## src/rtl/piso_frame_tx_pkg.sv

```systemverilog
// Shared definitions for the serial bit-stream link.
// The transmitter and the receive-side capture stages both use these.
package piso_frame_tx_pkg;

  localparam logic [1:0] S_IDLE  = 2'd0;
  localparam logic [1:0] S_START = 2'd1;
  localparam logic [1:0] S_DATA  = 2'd2;
  localparam logic [1:0] S_STOP  = 2'd3;

  typedef enum logic [1:0] {
    ST_IDLE  = S_IDLE,
    ST_START = S_START,
    ST_DATA  = S_DATA,
    ST_STOP  = S_STOP
  } state_e;

  // Counter width able to hold 0..n-1; at least one bit.
  function automatic int unsigned cnt_width(input int unsigned n);
    return (n > 1) ? $clog2(n) : 1;
  endfunction

endpackage

```

## src/rtl/piso_frame_tx_if.sv

```systemverilog
// Load handshake and serial line bundle of the framed transmitter.
interface piso_frame_tx_if #(
  parameter int unsigned WIDTH = 8
);
  logic [WIDTH-1:0] din;
  logic             load_valid;
  logic             load_ready;
  logic             Q;
  logic             busy;
  logic             done;

  modport master (
    output din, load_valid,
    input  load_ready, Q, busy, done
  );

  modport slave (
    input  din, load_valid,
    output load_ready, Q, busy, done
  );
endinterface

```

## src/rtl/piso_frame_tx_bit_period_counter.sv

```systemverilog
// Bit-period timer: counts 0..CLKS_PER_BIT-1, tick marks the terminal count.
// Also used by the receive end of the link.
module bit_period_counter
  import piso_frame_tx_pkg::*;
#(
  parameter int unsigned CLKS_PER_BIT = 1
) (
  input  logic clock,
  input  logic Rst,
  input  logic clear,
  output logic tick
);

  localparam int unsigned CW = cnt_width(CLKS_PER_BIT);

  logic [CW-1:0] cnt;
  logic [CW-1:0] cnt_nxt;

  always_comb begin
    cnt_nxt = cnt + CW'(1);
    if (clear || tick) cnt_nxt = '0;
  end

  // tick is registered by looking ahead at the next count
  always_ff @(posedge clock) begin
    if (!Rst) begin
      cnt  <= '0;
      tick <= (CLKS_PER_BIT == 1);
    end else begin
      cnt  <= cnt_nxt;
      tick <= (cnt_nxt == CW'(CLKS_PER_BIT - 1));
    end
  end

endmodule

```

## src/rtl/piso_frame_tx.sv

```systemverilog
// Framed parallel-in/serial-out transmitter: start bit, WIDTH data bits,
// stop bit, each held CLKS_PER_BIT clocks.
module piso_frame_tx
  import piso_frame_tx_pkg::*;
#(
  parameter int unsigned WIDTH        = 8,
  parameter int unsigned CLKS_PER_BIT = 1,
  parameter bit          MSB_FIRST    = 1'b1,
  parameter bit          IDLE_LEVEL   = 1'b1
) (
  input  logic            clock,
  input  logic            Rst,
  piso_frame_tx_if.slave  bus
);

  localparam int unsigned BW = cnt_width(WIDTH);

  state_e           state;
  state_e           state_nxt;
  logic [WIDTH-1:0] shreg;
  logic [WIDTH-1:0] shreg_nxt;
  logic [BW-1:0]    bit_cnt;
  logic [BW-1:0]    bit_cnt_nxt;
  logic             q_nxt;
  logic             done_nxt;
  logic             accept;
  logic             clear;
  logic             tick;

  assign accept = bus.load_valid & bus.load_ready;
  assign clear  = (state == ST_IDLE);

  bit_period_counter #(
    .CLKS_PER_BIT(CLKS_PER_BIT)
  ) u_bit_period_counter (
    .clock(clock),
    .Rst  (Rst),
    .clear(clear),
    .tick (tick)
  );

  // Next state, shift register, bit counter and registered-output values
  always_comb begin
    state_nxt   = state;
    shreg_nxt   = shreg;
    bit_cnt_nxt = bit_cnt;
    done_nxt    = 1'b0;
    q_nxt       = IDLE_LEVEL;

    case (state)
      ST_IDLE: begin
        if (accept) begin
          state_nxt   = ST_START;
          shreg_nxt   = bus.din;
          bit_cnt_nxt = '0;
        end
      end
      ST_START: begin
        if (tick) state_nxt = ST_DATA;
      end
      ST_DATA: begin
        if (tick) begin
          if (bit_cnt == BW'(WIDTH - 1)) begin
            state_nxt   = ST_STOP;
            bit_cnt_nxt = '0;
          end else begin
            bit_cnt_nxt = bit_cnt + BW'(1);
            shreg_nxt   = MSB_FIRST ? (shreg << 1) : (shreg >> 1);
          end
        end
      end
      ST_STOP: begin
        if (tick) begin
          state_nxt = ST_IDLE;
          done_nxt  = 1'b1;
        end
      end
      default: state_nxt = ST_IDLE;
    endcase

    // Line level follows the state being entered so Q stays registered
    case (state_nxt)
      ST_START: q_nxt = ~IDLE_LEVEL;
      ST_DATA:  q_nxt = MSB_FIRST ? shreg_nxt[WIDTH-1] : shreg_nxt[0];
      default:  q_nxt = IDLE_LEVEL;
    endcase
  end

  always_ff @(posedge clock) begin
    if (!Rst) begin
      state          <= ST_IDLE;
      shreg          <= '0;
      bit_cnt        <= '0;
      bus.Q          <= IDLE_LEVEL;
      bus.load_ready <= 1'b1;
      bus.busy       <= 1'b0;
      bus.done       <= 1'b0;
    end else begin
      state          <= state_nxt;
      shreg          <= shreg_nxt;
      bit_cnt        <= bit_cnt_nxt;
      bus.Q          <= q_nxt;
      bus.load_ready <= (state_nxt == ST_IDLE);
      bus.busy       <= (state_nxt != ST_IDLE);
      bus.done       <= done_nxt;
    end
  end

endmodule

```

## src/flat_wrapper.sv

```systemverilog
// flat-port wrapper written by rule: the top's interface ports become plain ports
module piso_frame_tx_flat import piso_frame_tx_pkg::*;
#(
  parameter int unsigned WIDTH        = 8,
  parameter int unsigned CLKS_PER_BIT = 1,
  parameter bit          MSB_FIRST    = 1'b1,
  parameter bit          IDLE_LEVEL   = 1'b1
)
  (clock, Rst, bus_din, bus_load_valid, bus_load_ready, bus_Q, bus_busy, bus_done);
  piso_frame_tx_if #(.WIDTH(WIDTH)) bus_i ();
  input  logic clock;
  input  logic Rst;
  input wire logic [$bits(bus_i.din)-1:0] bus_din;
  input wire logic [$bits(bus_i.load_valid)-1:0] bus_load_valid;
  output wire logic [$bits(bus_i.load_ready)-1:0] bus_load_ready;
  output wire logic [$bits(bus_i.Q)-1:0] bus_Q;
  output wire logic [$bits(bus_i.busy)-1:0] bus_busy;
  output wire logic [$bits(bus_i.done)-1:0] bus_done;
  assign bus_i.din = bus_din;
  assign bus_i.load_valid = bus_load_valid;
  assign bus_load_ready = bus_i.load_ready;
  assign bus_Q = bus_i.Q;
  assign bus_busy = bus_i.busy;
  assign bus_done = bus_i.done;
  piso_frame_tx #(.WIDTH(WIDTH), .CLKS_PER_BIT(CLKS_PER_BIT), .MSB_FIRST(MSB_FIRST), .IDLE_LEVEL(IDLE_LEVEL)) u_core (.clock(clock), .Rst(Rst), .bus(bus_i));
endmodule
```

## config.mk

```make
export PLATFORM = sky130hd
export DESIGN_NAME = piso_frame_tx_flat
export DESIGN_NICKNAME = d
export VERILOG_FILES = /design/src/rtl/piso_frame_tx_pkg.sv /design/src/rtl/piso_frame_tx_if.sv /design/src/rtl/piso_frame_tx_bit_period_counter.sv /design/src/rtl/piso_frame_tx.sv /design/src/flat_wrapper.sv
export SDC_FILE = /design/constraint.sdc
export NUM_CORES = 1
export LEC_CHECK = 0
export BUFFER_PORTS_ARGS = -buffer_cell sky130_fd_sc_hd__buf_2
export CAP_MARGIN = 25
export CORE_ASPECT_RATIO = 0.9
export CORE_MARGIN = 4
export CORE_UTILIZATION = 30
export DETAILED_ROUTE_END_ITERATION = 12
export GPL_TIMING_DRIVEN = 0
export REMOVE_ABC_BUFFERS = 1
export SYNTH_ARGS = -nofsm -noshare
export SYNTH_HDL_FRONTEND = slang
export SYNTH_SLANG_ARGS = --single-unit
```

## constraint.sdc

```tcl
create_clock -name clock -period 1.7 [get_ports clock]
set_clock_uncertainty 0.1 [all_clocks]
set_input_delay 0.34 -clock clock [delete_from_list [all_inputs] [get_ports clock]]
set_output_delay 0.34 -clock clock [all_outputs]
set_load 0.005 [all_outputs]
```

==> run_results.csv <==
group,metric,value,unit
status,status,"finished clean",
logic_synthesis,yosys_most_used_dff,"dfxtp_1",
logic_synthesis,yosysSeqAreaShare,48.95,%
global_routing,grt_pass1_wl,2.352,mm
logic_synthesis,muxShareOfSynthArea,1.288,%
die,pin_count,15,
logic_synthesis,synth_area_per_cell,10.50,sq um
clock_network,clock_latency,310,ps
worst_hold_path,hp-class,"input pin to flip-flop",
setup_path,worstSetupEndpointType,"flip-flop",
die,fp.coreArea,2467,sq um
setup_path,cp_num_cells,6,
logic_synthesis,yosys-top-cells-area,"dfxtp_1 49%, a22oi_1 7.7%, a21boi_0 5.8%",
global_routing,busiest_layer,"met1",
timing,period_share,98.61,%
routing,drc,0,
die,die_area,3469,sq um
die,row_count,17,
layout,nets,106,
global_routing,use_met1,13.24,%
logic_synthesis,synth_adder_area_share,3.221,%
placed_design,post-place-cells,113,
timing,setup_slack,23.69,ps
setup_path,critPathBufInv,0,
setup_path,r2r_slack,20,ps
logic_synthesis,synthArstFlopShare,0,%
logic_synthesis,yosysMostFrequentCell,"dfxtp_1",
routing,wl_per_cell,12.65,um
logic_synthesis,synth_xor_area_share,1.127,%
setup_path,cp.arrival,1770,ps
setup_path,critPathSlowestCell,"dfxtp_2",
routing,drt_wl_total,1.518,mm
setup_path,criticalPathCategory,"flip-flop to flip-flop",
power,power.density,1008,nW/um^2
timing,holdWs,208.5,ps
setup_path,crit_top_cell,"ha_4",
die,start_util,31.49,%
logic_synthesis,synth_top_family_by_area,"simple AND/OR/NAND/NOR gates",
layout,final-instance-count-excl-fill,120,
clock_network,cts_tree,"done",
global_routing,globalRoute.totalOverflow,0,
logic_synthesis,synth_cell_types,24,
timing,drv_slew,0,
routing,drt-initial-drc-count,8,
power,p_leak,0.3898,nW
timing,slew_headroom,83.76,%
layout,area_growth_syn_to_layout,25.76,%
global_routing,antenna_found_initial,0,
global_routing,gr-usage-all-layers,8.955,%
layout,drive_gt1_share,38.04,%
global_routing,gr-usage-met3,4.138,%
setup_path,crit_path_max_fanout,3,
die,die_y,56.28,um
setup_path,start_kind,"flip-flop",
placed_design,io_buffers,14,
logic_synthesis,netlist_top_cells_count,"19 x dfxtp_1, 8 x a22oi_1, 7 x nand2_1",
clock_network,clk_root_buffer_cell,"clkbuf_4",
clock_network,cts_hold_buffers,0,
setup_path,max_stage_delay,360,ps
clock_network,cts.sinks,19,
logic_synthesis,synth_area_leader_cell,"dfxtp_1",
routing,drtAntennaViolNets,0,
setup_path,cp_data_required_time,1790,ps
logic_synthesis,ys.warnings.count,0,
timing,setup_viol,0,
setup_path,cp_top_family,"simple AND/OR/NAND/NOR gates",
logic_synthesis,synth-seq-cells,19,
run,maxCapViolations,0,
worst_hold_path,whs_path_depth,3,
routing,viasPerCell,4.883,
timing,fin_crit,1676,ps
routing,num_vias,586,
die,die_w,61.65,um
timing,worst_slew_pin_slew,243.7,ps
timing,finalHoldViolCount,0,
clock_network,clkTransAtPathRegs,100,ps
layout,antennaDiodeCount,0,
global_routing,grt_max_degree,17,
placed_design,pre_cts_ws,-303.3,ps
timing,tns,0,ps
setup_path,crit_chain,"ha_4 > ha_4 > and4bb_4 > nor2_4 > a221oi_4 > a31oi_1",
logic_synthesis,synth-edff-count,0,
global_routing,grt_pass1_vias,519,
global_routing,grt_util_met2,11.81,%
placed_design,gp_congestion,0.7610,
power,vdd_drop_max,0.0005961,V
clock_network,htreeDepth,1,
power,p_total,0.0009846,W
clock_network,clk_path_buf_depth,2,
timing,fmax,596.5,MHz
logic_synthesis,synth-compound-area-share,19.65,%
logic_synthesis,yosysTopAreaCellShare,48.95,%
routing,dr.pass1.iters,3,
logic_synthesis,synth-simple-area-share,20.45,%
logic_synthesis,syn_area,777.0,sq um
setup_path,rr_worst_depth,6,
logic_synthesis,synth_cells,74,
clock_network,cts_buffers,3,
-- cells by family (layout without fill, tap and decap cells) --
logic type	count (synthesis)	after routing
DFF	19	19
AOI/OAI and AO/OA	19	19
adders and majority gates	2	2
xor gates and xnor gates	1	1
and+or+nand+nor	25	25
buffers and inverters	7	25
muxes	1	1
-- final cells by class --
type | instances | area, sq um
Clock buffer | 4 | 26.28
Fill cell | 261 | 1490
Inverter | 4 | 15.01
Multi-Input combinational cell | 48 | 406.6
Sequential cell | 19 | 385.4
Tap cell | 28 | 35.03
Timing Repair Buffer | 17 | 108.9
-- through the flow --
step	cell area [sq um]	utilization, %
floorplan	750.7	-
global placement	855.8	34.69
detailed placement	855.8	34.69
CTS	907.1	36.76
global route	977.2	39.60
finish	977.2	39.60
-- layer usage --
metal | routed length, um | share of wire [%]
met1 | 700 | 46
met2 | 675 | 44
met3 | 108 | 7.1
met4 | 33 | 2.2
met5 | 0 | 0
-- layout by cell type, fill, tap and decap left out, types with 2 or more instances in the layout --
cell type  synthesis  final
nor2_1             4      3
a22oi_1            8      8
dfxtp_1           19     15
clkbuf_4           0      3
ha_4               0      2
nand2_1            7      7
and3b_2            3      3
inv_1              4      4
nor2b_1            5      5
buf_2              0     14
dfxtp_2            0      4
and4bb_4           0      2
a21boi_0           6      5
-- registers in the layout (all words and copies together), names as in the netlist --
register,flops
u_core.bus.Q,1
u_core.u_bit_period_counter.cnt,1
u_core.bus.load_ready,1
u_core.bus.busy,1
u_core.bit_cnt,3
u_core.u_bit_period_counter.tick,1
u_core.shreg,8
u_core.state,2
u_core.bus.done,1
-- final timing paths --
kind | startpoint | to
worst max register to register | u_core.bit_cnt[0]$_SDFFE_PN0P_ | u_core.bus.Q$_SDFF_PN1_
worst max-delay path | u_core.bit_cnt[0]$_SDFFE_PN0P_ | u_core.bus.Q$_SDFF_PN1_
worst min register to register | u_core.shreg[4]$_SDFFE_PN0P_ | u_core.shreg[4]$_SDFFE_PN0P_
worst min-delay path | bus_din[0] | u_core.shreg[0]$_SDFFE_PN0P_
-- what timing repair did --
item / CTS / global route
setup endpoints to repair: 10 / 8
resized for setup: 8 / 8
buffers inserted: 1 / 2
pin swaps: 3 / 4
-- worst register-to-register path: stages (launching register included) --
cell and delay, ps:
dfxtp_2 360, ha_4 160, ha_4 150, and4bb_4 360, nor2_4 70, a221oi_4 240, a31oi_1 120
-- power breakdown --
part | total (W) | switching (W) | leakage [nW] | internal (W)
combinational | 0.000230 | 0.000107 | 0.218 | 0.000123
clock | 0.000233 | 0.000141 | 0.0150 | 0.0000918
sequential | 0.000522 | 0.0000305 | 0.157 | 0.000492
total | 0.000985 | 0.000278 | 0.390 | 0.000706
No activity file was read; power rests on OpenSTA's default activity.
